### src/rtl/sprite_pixel_fetch_pkg.sv
// Constants shared by the sprite comparator bank and pixel fetch.
// Register field layout, sprite geometry and colour codes.
package sprite_pixel_fetch_pkg;

  localparam int SIZE_REG = 32;
  localparam int X_LSB    = 19;
  localparam int X_MSB    = 28;
  localparam int Y_LSB    = 9;
  localparam int Y_MSB    = 18;
  localparam int OFF_MSB  = 8;
  localparam int SPR_LINE = 20;
  localparam int SPR_SIZE = SPR_LINE * SPR_LINE;
  localparam int ADDR_W   = 15;
  localparam int COLOR_W  = 9;
  localparam int COORD_W  = 10;
  localparam int CNT_W    = 19;

  localparam logic [COLOR_W-1:0]  BG_COLOR = 9'h000;
  localparam logic [COLOR_W-1:0]  TRANSP   = 9'h1FF;
  localparam logic [SIZE_REG-1:0] NO_HIT   = 32'h00000001;

  typedef struct packed {
    logic active;
    logic hit;
    logic hsync;
    logic vsync;
  } side_t;

  localparam side_t SIDE_RST = '{
    active: 1'b0,
    hit:    1'b0,
    hsync:  1'b1,
    vsync:  1'b1
  };

endpackage

### src/rtl/sprite_pixel_fetch_if.sv
// Sprite memory read port.
// Address and strobe out, colour word back one cycle later.
interface sprite_pixel_fetch_if;
  import sprite_pixel_fetch_pkg::*;

  logic [ADDR_W-1:0]  mem_addr;
  logic               mem_rd;
  logic [COLOR_W-1:0] mem_data;

  modport master (
    output mem_addr,
    output mem_rd,
    input  mem_data
  );

  modport slave (
    input  mem_addr,
    input  mem_rd,
    output mem_data
  );

endinterface

### src/rtl/sprite_pixel_fetch_addr_calc.sv
// Sprite memory address for one pixel.
// Flags pixels that fall outside the sprite square.
module sprite_addr_calc
  import sprite_pixel_fetch_pkg::*;
(
  input  logic [COORD_W-1:0] spr_x_i,
  input  logic [COORD_W-1:0] spr_y_i,
  input  logic [OFF_MSB:0]   spr_off_i,
  input  logic [COORD_W-1:0] pix_x_i,
  input  logic [COORD_W-1:0] pix_y_i,
  output logic [ADDR_W-1:0]  addr_o,
  output logic               in_range_o
);

  logic [COORD_W-1:0] dx;
  logic [COORD_W-1:0] dy;

  // offsets inside the sprite, then slot base plus row/column
  always_comb begin
    dx = pix_x_i - spr_x_i;
    dy = pix_y_i - spr_y_i;
    addr_o = ADDR_W'(spr_off_i) * ADDR_W'(SPR_SIZE)
           + ADDR_W'(dy) * ADDR_W'(SPR_LINE)
           + ADDR_W'(dx);
    in_range_o = (dx < COORD_W'(SPR_LINE))
              && (dy < COORD_W'(SPR_LINE));
  end

endmodule

### src/rtl/sprite_pixel_fetch.sv
// Sprite pixel fetch: address, memory read, colour select.
// Three-cycle pipeline with sync delayed alongside the colour.
module sprite_pixel_fetch
  import sprite_pixel_fetch_pkg::*;
(
  input  logic                clk,
  input  logic                reset,
  input  logic [COORD_W-1:0]  pixel_x,
  input  logic [COORD_W-1:0]  pixel_y,
  input  logic                active_area,
  input  logic                hsync_in,
  input  logic                vsync_in,
  input  logic [SIZE_REG-1:0] register_read,
  sprite_pixel_fetch_if.master mem,
  output logic [COLOR_W-1:0]  color_out,
  output logic                color_valid,
  output logic                hsync_out,
  output logic                vsync_out,
  output logic [CNT_W-1:0]    frame_hits
);

  logic [ADDR_W-1:0]  addr;
  logic               in_range;
  logic               hit_s0;
  side_t              side0;

  side_t              side1_q;
  logic [ADDR_W-1:0]  mem_addr_q, mem_addr_d;
  logic               mem_rd_q;

  side_t              side2_q;

  logic [COLOR_W-1:0] color_q, color_d;
  logic               valid_q;
  logic               hs_q;
  logic               vs_q;
  logic [CNT_W-1:0]   hit_cnt_q, hit_cnt_d;
  logic [CNT_W-1:0]   frame_hits_q, frame_hits_d;
  logic               opaque;
  logic               vs_fall;

  sprite_addr_calc u_addr (
    .spr_x_i    (register_read[X_MSB:X_LSB]),
    .spr_y_i    (register_read[Y_MSB:Y_LSB]),
    .spr_off_i  (register_read[OFF_MSB:0]),
    .pix_x_i    (pixel_x),
    .pix_y_i    (pixel_y),
    .addr_o     (addr),
    .in_range_o (in_range)
  );

  // hit decision; address is built straight from the inputs
  // so the memory read fits inside the three-cycle budget
  always_comb begin
    hit_s0 = active_area
          && (register_read != NO_HIT)
          && in_range;
    side0 = '{
      active: active_area,
      hit:    hit_s0,
      hsync:  hsync_in,
      vsync:  vsync_in
    };
    mem_addr_d = hit_s0 ? addr : mem_addr_q;
  end

  // stage 1: read request plus sideband
  always_ff @(posedge clk) begin
    if (reset) begin
      side1_q    <= SIDE_RST;
      mem_addr_q <= '0;
      mem_rd_q   <= 1'b0;
    end else begin
      side1_q    <= side0;
      mem_addr_q <= mem_addr_d;
      mem_rd_q   <= hit_s0;
    end
  end

  // stage 2: sideband waits while memory returns data
  always_ff @(posedge clk) begin
    if (reset) begin
      side2_q <= SIDE_RST;
    end else begin
      side2_q <= side1_q;
    end
  end

  // colour select and per-frame opaque pixel count
  always_comb begin
    opaque = side2_q.active
          && side2_q.hit
          && (mem.mem_data != TRANSP);
    color_d = '0;
    if (side2_q.active) begin
      color_d = opaque ? mem.mem_data : BG_COLOR;
    end
    vs_fall      = vs_q && !side2_q.vsync;
    frame_hits_d = frame_hits_q;
    hit_cnt_d    = hit_cnt_q;
    if (vs_fall) begin
      frame_hits_d = hit_cnt_q;
      hit_cnt_d    = opaque ? CNT_W'(1) : '0;
    end else if (opaque && (hit_cnt_q != '1)) begin
      hit_cnt_d = hit_cnt_q + 1'b1;
    end
  end

  // stage 3: output registers
  always_ff @(posedge clk) begin
    if (reset) begin
      color_q      <= '0;
      valid_q      <= 1'b0;
      hs_q         <= 1'b1;
      vs_q         <= 1'b1;
      hit_cnt_q    <= '0;
      frame_hits_q <= '0;
    end else begin
      color_q      <= color_d;
      valid_q      <= side2_q.active;
      hs_q         <= side2_q.hsync;
      vs_q         <= side2_q.vsync;
      hit_cnt_q    <= hit_cnt_d;
      frame_hits_q <= frame_hits_d;
    end
  end

  assign mem.mem_addr = mem_addr_q;
  assign mem.mem_rd   = mem_rd_q;
  assign color_out    = color_q;
  assign color_valid  = valid_q;
  assign hsync_out    = hs_q;
  assign vsync_out    = vs_q;
  assign frame_hits   = frame_hits_q;

endmodule

### src/flat_wrapper.sv
// flat-port wrapper written by rule: the top's interface ports become plain ports
module sprite_pixel_fetch_flat import sprite_pixel_fetch_pkg::*;
  (clk, reset, pixel_x, pixel_y, active_area, hsync_in, vsync_in, register_read, color_out, color_valid, hsync_out, vsync_out, frame_hits, mem_mem_addr, mem_mem_rd, mem_mem_data);
  sprite_pixel_fetch_if mem_i ();
  input  logic clk;
  input  logic reset;
  input  logic [COORD_W-1:0] pixel_x;
  input  logic [COORD_W-1:0] pixel_y;
  input  logic active_area;
  input  logic hsync_in;
  input  logic vsync_in;
  input  logic [SIZE_REG-1:0] register_read;
  output logic [COLOR_W-1:0] color_out;
  output logic color_valid;
  output logic hsync_out;
  output logic vsync_out;
  output logic [CNT_W-1:0] frame_hits;
  output wire logic [$bits(mem_i.mem_addr)-1:0] mem_mem_addr;
  output wire logic [$bits(mem_i.mem_rd)-1:0] mem_mem_rd;
  input wire logic [$bits(mem_i.mem_data)-1:0] mem_mem_data;
  assign mem_mem_addr = mem_i.mem_addr;
  assign mem_mem_rd = mem_i.mem_rd;
  assign mem_i.mem_data = mem_mem_data;
  sprite_pixel_fetch u_core (.clk(clk), .reset(reset), .pixel_x(pixel_x), .pixel_y(pixel_y), .active_area(active_area), .hsync_in(hsync_in), .vsync_in(vsync_in), .register_read(register_read), .mem(mem_i), .color_out(color_out), .color_valid(color_valid), .hsync_out(hsync_out), .vsync_out(vsync_out), .frame_hits(frame_hits));
endmodule
### config.mk
export PLATFORM = sky130hd
export DESIGN_NAME = sprite_pixel_fetch_flat
export DESIGN_NICKNAME = d
export VERILOG_FILES = /design/src/rtl/sprite_pixel_fetch_pkg.sv /design/src/rtl/sprite_pixel_fetch_if.sv /design/src/rtl/sprite_pixel_fetch_addr_calc.sv /design/src/rtl/sprite_pixel_fetch.sv /design/src/flat_wrapper.sv
export SDC_FILE = /design/constraint.sdc
export NUM_CORES = 1
export LEC_CHECK = 0
export ABC_AREA = 1
export CELL_PAD_IN_SITES_DETAIL_PLACEMENT = 0
export CELL_PAD_IN_SITES_GLOBAL_PLACEMENT = 1
export CORE_ASPECT_RATIO = 1.1
export CORE_MARGIN = 2
export CORE_UTILIZATION = 34
export CTS_CLUSTER_DIAMETER = 50
export DETAILED_ROUTE_END_ITERATION = 10
export PLACE_DENSITY_LB_ADDON = 0.1
export SYNTH_ARGS = -nofsm -noshare
export SYNTH_HDL_FRONTEND = slang
export SYNTH_HIERARCHICAL = 1
export SYNTH_SLANG_ARGS = --single-unit
### constraint.sdc
create_clock -name clk -period 5 [get_ports clk]
set_clock_uncertainty 0.15 [all_clocks]
set_input_delay 1 -clock clk [delete_from_list [all_inputs] [get_ports clk]]
set_output_delay 1 -clock clk [all_outputs]
set_load 0.02 [all_outputs]
* Yosys cells after proc, flatten, opt, wreduce, memory -nomap -nowiden *
Index checks and enable logic that the tools add are counted.

storage, ports and cells
  logic and storage cells = 42
  output and inout bits = 47
  input bits = 66
  bits in registers = 73

operators by class
  reductions and logical operators = 10
  eq/ne operators = 3
  mux-type cells = 3
  magnitude comparators = 2
  add/sub/neg operators = 5
  multipliers = 2
  bitwise logic cells = 2

operators with widths
  operator                 count
  $mux W19                 2
  $ne A32 B1 Y1 const B    1
  $lt A10 B5 Y1 const B    2
  $sub A10 B10 Y10         2
  $add A19 B1 Y19 const B  1
  $ne A19 B19 Y1 const B   1
  $add A15 B10 Y15         1
  $add A15 B15 Y15         1
  $mul A10 B3 Y13 const B  1
  $mul A9 B5 Y11 const B   1
  $ne A9 B9 Y1 const B     1
  $logic_and A1 B1 Y1      7
  $reduce_or A3 Y1         1
  $not A1 Y1               2
  $reduce_bool A2 Y1       1
  $logic_not A1 Y1         1
  $mux W1                  1

* Depth between registers and ports, before layout *
Gate-level depths: netlist of the first run.

  depth after elaboration = 5
  depth in mapped cells = 31
  gate-level depth less buffers = 31

* Hierarchy *
The synthesis of the first run kept the hierarchy.

by module, submodules not included
  module              sequential area each (um^2)  cells an instance  times used  area an instance (um^2)
  sprite_pixel_fetch  1461.4                       422                1           3034.2
  sprite_addr_calc    0.0                          471                1           2957.8

* Least setup slack after synthesis of the first run *
Ideal clock, no wire load.

  kind = input -> register
  start point = in pixel_y[0]
  end point = reg u_core.mem_addr_q[14] (netlist: u_core/mem.mem_addr[14])
  arrival = 4.781 ns
  required time = 4.732 ns
  stages = 30
  slack = -0.049 ns
  buffers on the path = 0
  setup time = 0.118 ns
  path through = inv_1 -> ha_1 -> fa_1 -> inv_1 -> nand2_2 -> nand2_2 -> nand2_1 -> nand2_2 -> inv_2 -> ha_1 -> fa_1 -> nand3_1 -> nand2_1 -> a21oi_1 -> nor2_1 -> nor2_1 -> xor2_1 -> inv_1 -> ha_1 -> ha_1 -> nand2_1 -> nand2_1 -> a31oi_1 -> nand2_1 -> a31oi_1 -> inv_1 -> nand3_1 -> nand2_1 -> nor3_1 -> nor2_1

on the way
  longest elaborated chain between the ends = 4
  elaborated cells on any way between the ends = 7
  those cells by class = add/sub: 3; mul: 1; order compare: 1; reduce/logical: 2

RTL lines
  what                  line                                source
  from (decl)           flat_wrapper.sv:8                   input logic [COORD_W-1:0] pixel_y;
  $sub A10 B10 Y10      sprite_pixel_fetch_addr_calc.sv:21  dy = pix_y_i - spr_y_i;
  $mul A10 B3 Y13       sprite_pixel_fetch_addr_calc.sv:23  + ADDR_W'(dy) * ADDR_W'(SPR_LINE)
  $add A15 B15 Y15      sprite_pixel_fetch_addr_calc.sv:23
  $add A15 B10 Y15      sprite_pixel_fetch_addr_calc.sv:24  + ADDR_W'(dx);
  via u_core.addr[14]   sprite_pixel_fetch.sv:22            logic [ADDR_W-1:0] addr;
  to (signal assigned)  sprite_pixel_fetch.sv:75            mem_addr_q <= mem_addr_d;
  to (decl)             sprite_pixel_fetch.sv:28            logic [ADDR_W-1:0] mem_addr_q, mem_addr_d;

The timed path passes the listed nets, and every way through them passes these cells.
A chain may end at the register's enable or synchronous reset.

* Worst setup path after layout of the first run *
  start point = in register_read[17]
  end point = reg u_core.mem_addr_q[14] (netlist: u_core/mem.mem_addr[14])

on the way
  longest elaborated chain between the ends = 4
  elaborated cells on any way between the ends = 9
  those cells by class = add/sub: 3; mul: 1; order compare: 1; eq/ne: 1; reduce/logical: 3

RTL lines
  what                 line                                source
  from (decl)          flat_wrapper.sv:12                  input logic [SIZE_REG-1:0] register_read;
  $sub A10 B10 Y10     sprite_pixel_fetch_addr_calc.sv:21
  $mul A10 B3 Y13      sprite_pixel_fetch_addr_calc.sv:23
  $add A15 B15 Y15     sprite_pixel_fetch_addr_calc.sv:23
  $add A15 B10 Y15     sprite_pixel_fetch_addr_calc.sv:24
  via u_core.addr[14]  sprite_pixel_fetch.sv:22

The timed path passes the listed nets, and every way through them passes these cells.

==> flow_metrics.tcl, run 1 <==
set metrics [dict create \
    setup.worst_path.class "in -> reg" \
    cts_tree "built" \
    cts_buffers 9 \
    synth_enable_flop_cells 0 \
    rr_startpoint "u_core/side2_q[0]$_SDFF_PP1_" \
    async_set_reset_flop_share_out_of_synthesis_pct 0 \
    grt-ovfl-total 0 \
    antenna_left 0 \
    r2r.worst_path.cells 6 \
    initial_core_util_pct 35.0 \
    timing_hold_violations_final 0 \
    fp.dieW_um 131 \
    slew_worst_pin_ns 0.864 \
    worstReg2RegEnd "u_core/hit_cnt_q[1]$_SDFFE_PP0P_" \
    time_the_final_worst_path_needs_with_i_o_delays_and_setup_ns 4.76 \
    power_leakage_nw 4.31 \
    n_antenna_cell 0 \
    post_synth.cell_area_avg_um2 6.71 \
    place.port_buffers 112 \
    die_h_um 143 \
    drive_above_1_share_pct 23.1 \
    io_pins 113 \
    timing.hold.worst_path_depth 2 \
    cts-hold-fix-buffers 0 \
    timing.final.ws_setup_ns 0.242 \
    per_cell_via_count_in_the_routed_design 4.48 \
    crit_path_start_kind "input port" \
    wl_per_cell_um 12.3 \
    vias_in_the_first_global_route 5744 \
    antenna_found_initial 0 \
    worst_ep_required_time_ns 5.07 \
    cts.reportedPaths.clkPinSlew_ns 0.05 \
    drv_slew 0 \
    core_area_mm2 0.0171 \
    setup_viol 0 \
    critical_path.endpoint_type "flip-flop" \
    synthMostInstantiatedCell "nand2_1" \
    via_count 5978 \
    clk_latency_ns 0.33 \
    num_rows 50 \
    floorplan.die_area_mm2 0.0187 \
    mappedNetlistArea_mm2 0.00599 \
    run_status "completed" \
    post-route-drc-count 0 \
    period_utilization_post_route_pct 95.2 \
    design.final.nets 1249 \
    worstHoldPathType "reg -> reg" \
    regToRegSetupSlack_ns 2.75 \
    totalNegativeSetupSlack_ns 0 \
    synthFlopType "dfxtp_1" \
    cts.root.buffer_cell "clkbuf_16" \
    slew_headroom_pct 42.2 \
    power.density_mw_per_mm2 453 \
    post_synth_num_cell_types 35 \
    fin_area_mm2 0.00892 \
    grt_max_degree 38 \
    yosysWarnings 6 \
    grt_util_all_layers_pct 17.6 \
    worst_hold_startpoint "u_core/side1_q[3]$_SDFF_PP0_" \
    drt-total-wl_mm 16.5 \
    detailed_place.area_mm2 0.00802 \
    synth_top_area_cell "dfxtp_1" \
    finalWeightedCongestion 0.834 \
    post-dp-hpwl_mm 13.1 \
    post_place_worst_slack_ns -0.776 \
    max-cap-violations 0 \
    synth_top_cells_by_count "174 x nand2_1, 155 x inv_1, 126 x nor2_1" \
    syn-instance-count 893 \
    crit_arrival_ns 4.83 \
    achievable-frequency_mhz 210 \
    post-synth-top-area-fraction_pct 24.4 \
    dr.first_iter.drc_count 161 \
    whs_endpoint "u_core/side2_q[3]$_SDFF_PP0_" \
    clock_path_buffers 2 \
    ir_drop_v 0.000349 \
    grt_first_pass_wirelength_mm 26.2 \
    worstPathMaxFanout 4 \
    cts.htree.levels 3 \
    synth_seq_cells 73 \
    synth_nets 1045 \
    clkSinkCount 73 \
    netlist_top_cells_area "dfxtp_1 24%, ha_1 15%, nand2_1 11%" \
    drt_pre_antenna_iters 6 \
    ys_seq_area_share_pct 24.4 \
    area.growth.synth_to_final_pct 48.8 \
]
-- cells by family (layout without fill, tap and decap cells) --
| logic type | Yosys count | count (layout) | synth area share [%] |
|---|---|---|---|
| adder cells (fa/ha/maj) | 86 | 86 | 19.7 |
| flip-flops | 73 | 73 | 24.4 |
| XOR/XNOR | 29 | 29 | 4.24 |
| AO/OA/AOI/OAI | 116 | 116 | 10.2 |
| buffers and inverters | 180 | 388 | 11.8 |
| AND/OR/NAND/NOR | 409 | 409 | 29.7 |
-- final cells by class --
class                   count  area, um^2
flip-flops and latches     73        1460
multi-input cells         640        4390
clock inverters             5        56.3
well taps                 234         293
repair buffers            209        1870
inverters                 164         618
fillers                  1766        8220
clock buffers              10         239
-- metrics by stage --
step,utilization (%),power [mW],cells,hold slack [ns]
floorplan,-,2.02,893,0.238
global placement,46.8,2.97,1314,0.240
finish,52.0,4.04,1335,0.251
global route,52.0,4.40,1335,0.263
CTS,50.4,3.91,1332,0.254
detailed placement,46.8,2.95,1314,0.246
-- critical path: stages --
cell	delay, ns
clkdlybuf4s50_1	0.48
inv_1	0.07
ha_4	0.28
nand2_4	0.06
nor2_4	0.11
nand3_2	0.09
nand3_1	0.10
nand2_2	0.06
nand2_4	0.09
ha_4	0.20
ha_4	0.28
nand2_2	0.07
o21ai_2	0.13
a21oi_2	0.05
xnor2_1	0.22
ha_1	0.30
ha_4	0.24
a21o_1	0.17
a31oi_1	0.15
nand2_1	0.09
a31oi_2	0.17
inv_1	0.07
nand3_2	0.06
nand2_1	0.06
nor3_2	0.16
nor2_1	0.06
-- layout by cell type (no fill, tap or decap), types with 9 or more instances in the layout --
cell type,instances
xor2_1,12
o21ai_0,44
inv_2,22
nor2_1,120
nand3_1,37
inv_1,141
nor3_1,15
clkdlybuf4s50_1,94
nand2_2,27
a21oi_2,15
buf_4,95
ha_4,27
dlymetal6s2s_1,12
clkbuf_16,9
xnor2_1,14
a21oi_1,40
nand4_1,9
ha_1,44
nand2_1,162
dfxtp_1,73
fa_1,12
-- worst max path at each step --
stage,startpoint,end
floorplan,pixel_y[0],u_core/mem.mem_addr[14]$_SDFFE_PP0P_
global placement,pixel_y[0],u_core/mem.mem_addr[14]$_SDFFE_PP0P_
detailed placement,register_read[11],u_core/mem.mem_addr[13]$_SDFFE_PP0P_
CTS,pixel_y[2],u_core/mem.mem_addr[14]$_SDFFE_PP0P_
global route,pixel_y[0],u_core/mem.mem_addr[14]$_SDFFE_PP0P_
finish,register_read[17],u_core/mem.mem_addr[14]$_SDFFE_PP0P_
-- metal layers --
layer | global-route usage (%) | wire length [um] | up-vias
li1 | - | - | 3211
met4 | 5.21 | 223 | 0
met2 | 34.5 | 8870 | 91
met3 | 2.17 | 460 | 14
met5 | 0 | 0 | -
met1 | 19.2 | 6910 | 2662
-- registers in the layout, summed over array words and instances (netlist names) --
name and count:
u_core/hsync_out 1, u_core/frame_hits 19, u_core/side2_q 4, u_core/color_out 9, u_core/vsync_out 1, u_core/mem.mem_rd 1, u_core/hit_cnt_q 19, u_core/mem.mem_addr 15
u_core/color_valid 1, u_core/side1_q 3
-- where the power goes --
part | internal, mW | switching, mW | leakage [nW]
Combinational | 1.49 | 1.32 | 3.57
Clock | 0.395 | 0.235 | 0.144
Sequential | 0.593 | 0.00480 | 0.592
-- what timing repair did --
item	CTS	global route
setup buffers	3	3
resized for setup	50	81
setup endpoints to repair	8	7
pin swaps	26	34
Power figures use the tool's default switching activity.
==> inputs of run 2 (changes only) <==
--- a/config.mk
+++ b/config.mk
@@ -10,10 +10,11 @@
 export CELL_PAD_IN_SITES_GLOBAL_PLACEMENT = 1
 export CORE_ASPECT_RATIO = 1.1
 export CORE_MARGIN = 2
-export CORE_UTILIZATION = 34
+export CORE_UTILIZATION = 38
 export CTS_CLUSTER_DIAMETER = 50
 export DETAILED_ROUTE_END_ITERATION = 10
 export PLACE_DENSITY_LB_ADDON = 0.1
+export SLEW_MARGIN = 10
 export SYNTH_ARGS = -nofsm -noshare
 export SYNTH_HDL_FRONTEND = slang
 export SYNTH_HIERARCHICAL = 1
==> constraint.sdc (replaced) <==
create_clock -name clk -period 5.4 [get_ports clk]
set_clock_uncertainty 0.15 [all_clocks]
set_input_delay 1.08 -clock clk [delete_from_list [all_inputs] [get_ports clk]]
set_output_delay 1.08 -clock clk [all_outputs]
set_load 0.02 [all_outputs]
==> run 2 against run 1 <==
Final cell count shrank 4.6%; utilization grew 2.2 points; design area shrank 5.4%.
==> flow_metrics.tcl, run 2 (synthesis results as in run 1) <==
set metrics [dict create \
    grt_util_all_layers_pct 18.4 \
    power_leakage_nw 4.13 \
    worst_hold_startpoint "u_core/side1_q[3]$_SDFF_PP0_" \
    ir_drop_v 0.000301 \
    design.final.nets 1221 \
    time_the_final_worst_path_needs_with_i_o_delays_and_setup_ns 5.11 \
    power.density_mw_per_mm2 408 \
    achievable-frequency_mhz 196 \
    per_cell_via_count_in_the_routed_design 4.57 \
    drt-total-wl_mm 15.3 \
    regToRegSetupSlack_ns 2.43 \
    layout_common_cells "164 x nand2_1, 147 x inv_1, 124 x nor2_1, 102 x clkdlybuf4s50_1, 73 x dfxtp_1" \
    worst_hold_slack_ns 0.254 \
    post-route-drc-count 0 \
    clock_path_buffers 2 \
    cts.reportedPaths.clkPinSlew_ns 0.05 \
    clk_latency_ns 0.33 \
    post-dp-hpwl_mm 12.3 \
    setup.worst_path.class "in -> reg" \
    period_utilization_post_route_pct 94.6 \
    worstPathMaxFanout 3 \
    timing.hold.worst_path_depth 2 \
    setup_viol 0 \
    layout.cells.most_common "nand2_1" \
    grt-ovfl-total 0 \
    via_count 5823 \
    area_of_the_multi_input_gates_mm2 0.00415 \
    antenna_found_initial 0 \
    slew_headroom_pct 39.6 \
    place.port_buffers 112 \
    critical_path.endpoint_type "flip-flop" \
    n_antenna_cell 0 \
    worstHoldPathType "reg -> reg" \
    totalNegativeSetupSlack_ns 0 \
    slew_worst_pin_ns 0.905 \
    final-instance-count-excl-fill 1274 \
    floorplan.die_area_mm2 0.0168 \
    drt_pre_antenna_iters 4 \
    run_status "completed" \
    grt_max_degree 38 \
    cts.root.buffer_cell "clkbuf_16" \
    dr.first_iter.drc_count 207 \
    whs_endpoint "u_core/side2_q[3]$_SDFF_PP0_" \
    cts_tree "built" \
    timing_hold_violations_final 0 \
    r2r.worst_path.cells 6 \
    worstReg2RegEnd "u_core/hit_cnt_q[2]$_SDFFE_PP0P_" \
    post-route-util_pct 54.2 \
    core_area_mm2 0.0156 \
    fp.dieW_um 124 \
    grt_first_pass_wirelength_mm 24.7 \
    drive_above_1_share_pct 17.3 \
    antenna_left 0 \
    vias_in_the_first_global_route 5382 \
    design_power_total_mw 3.44 \
    wl_per_cell_um 12.0 \
    crit_arrival_ns 5.18 \
    worst_ep_required_time_ns 5.47 \
    fill_cells 1560 \
    drv_slew 0 \
    cts.htree.levels 3 \
    rr_startpoint "u_core/side2_q[0]$_SDFF_PP1_" \
    cts-hold-fix-buffers 0 \
    finalWeightedCongestion 0.856 \
    clkSinkCount 73 \
    max-cap-violations 0 \
    num_rows 48 \
    initial_core_util_pct 38.5 \
    die_h_um 136 \
    critical_path.startpoint "register_read[16]" \
    cts_buffers 9 \
    io_pins 113 \
    placed_cell_count 1256 \
    area_occupied_by_registers_mm2 0.00146 \
    area.growth.synth_to_final_pct 40.8 \
    crit_path_start_kind "input port" \
]
-- run 2: cell types whose count changed in the layout (fill, tap and decap cells not counted), moves of 6 or more --
| cell | change |
|---|---|
| a21oi_1 | +7 |
| clkbuf_2 | -6 |
| buf_4 | -26 |
| clkdlybuf4s50_1 | +8 |
| ha_1 | +10 |
| inv_1 | +6 |
| ha_4 | -11 |
-- run 2: through the flow --
stage / cell area (um^2) / worst slack [ns]
global route: 8440 / -0.0266
detailed placement: 7780 / -0.442
finish: 8440 / 0.293
global placement: 7780 / -0.420
CTS: 8110 / 0.0157
floorplan: 5990 / 0.271
-- run 2: final cells by class --
| cell class | instances | area share (%) |
|---|---|---|
| clock buffer | 9 | 2.67 |
| inverter | 164 | 7.30 |
| tap | 200 | 2.97 |
| timing repair buffer | 181 | 19.7 |
| multi-input combinational | 640 | 49.2 |
| sequential | 73 | 17.3 |
| clock inverter | 7 | 0.845 |
-- run 2: routing by layer --
metal | share of wire (%) | global-route usage (%) | routed length, um
met1 | 42 | 21.9 | 6500
met2 | 54 | 33.5 | 8230
met3 | 2.4 | 2.44 | 363
met4 | 1.6 | 5.93 | 248
met5 | 0 | 0 | 0
-- run 2: how the worst max path moves through the flow --
stage                                                 to  slack (ns)
floorplan           u_core/mem.mem_addr[14]$_SDFFE_PP0P_        0.27
global placement    u_core/mem.mem_addr[12]$_SDFFE_PP0P_       -0.42
detailed placement  u_core/mem.mem_addr[14]$_SDFFE_PP0P_       -0.44
CTS                 u_core/mem.mem_addr[14]$_SDFFE_PP0P_        0.02
global route        u_core/mem.mem_addr[14]$_SDFFE_PP0P_       -0.03
finish              u_core/mem.mem_addr[14]$_SDFFE_PP0P_        0.29
-- run 2: power by group --
| part | total, mW | leakage [nW] | internal [mW] | switching (mW) |
|---|---|---|---|---|
| combinational | 2.31 | 3.40 | 1.20 | 1.11 |
| clock | 0.581 | 0.137 | 0.356 | 0.225 |
| sequential | 0.553 | 0.592 | 0.549 | 0.00437 |
-- run 2: worst max-delay path: stages --
cell,delay (ns)
clkdlybuf4s50_1,0.48
inv_1,0.05
ha_1,0.31
nand2_2,0.06
nor2_1,0.13
nand3_1,0.12
nand4_1,0.17
nand2_4,0.07
ha_1,0.27
ha_1,0.29
buf_4,0.15
nand2_1,0.07
nor2_1,0.04
nand2_1,0.07
nand3_2,0.10
xnor2_2,0.18
inv_1,0.06
ha_1,0.29
ha_2,0.20
a21o_1,0.15
a31oi_1,0.15
nand2_1,0.11
a31oi_2,0.19
inv_1,0.06
nand3_1,0.07
nand2_1,0.06
nor3_2,0.15
nor2_1,0.06
-- run 2: what timing repair did --
| item | in CTS | in global routing |
|---|---|---|
| pin swaps | 0 | 21 |
| resized for setup | 5 | 66 |
| buffers inserted | 0 | 2 |
| endpoints found under the hold margin | 0 | 0 |
| endpoints found under the setup margin | 4 | 5 |
==> inputs of run 3 (changes only) <==
==> constraint.sdc (replaced) <==
create_clock -name clk -period 5.4 [get_ports clk]
set_clock_uncertainty 0.15 [all_clocks]
set_input_delay 1.08 -clock clk [delete_from_list [all_inputs] [get_ports clk]]
set_output_delay 1.08 -clock clk [all_outputs]
set_load 0.05 [all_outputs]
==> results of run 3 <==
The final DEF is identical to that of run 2. Status: completed.
Among the figures that moved: total power 3.44 mW -> 3.46 mW
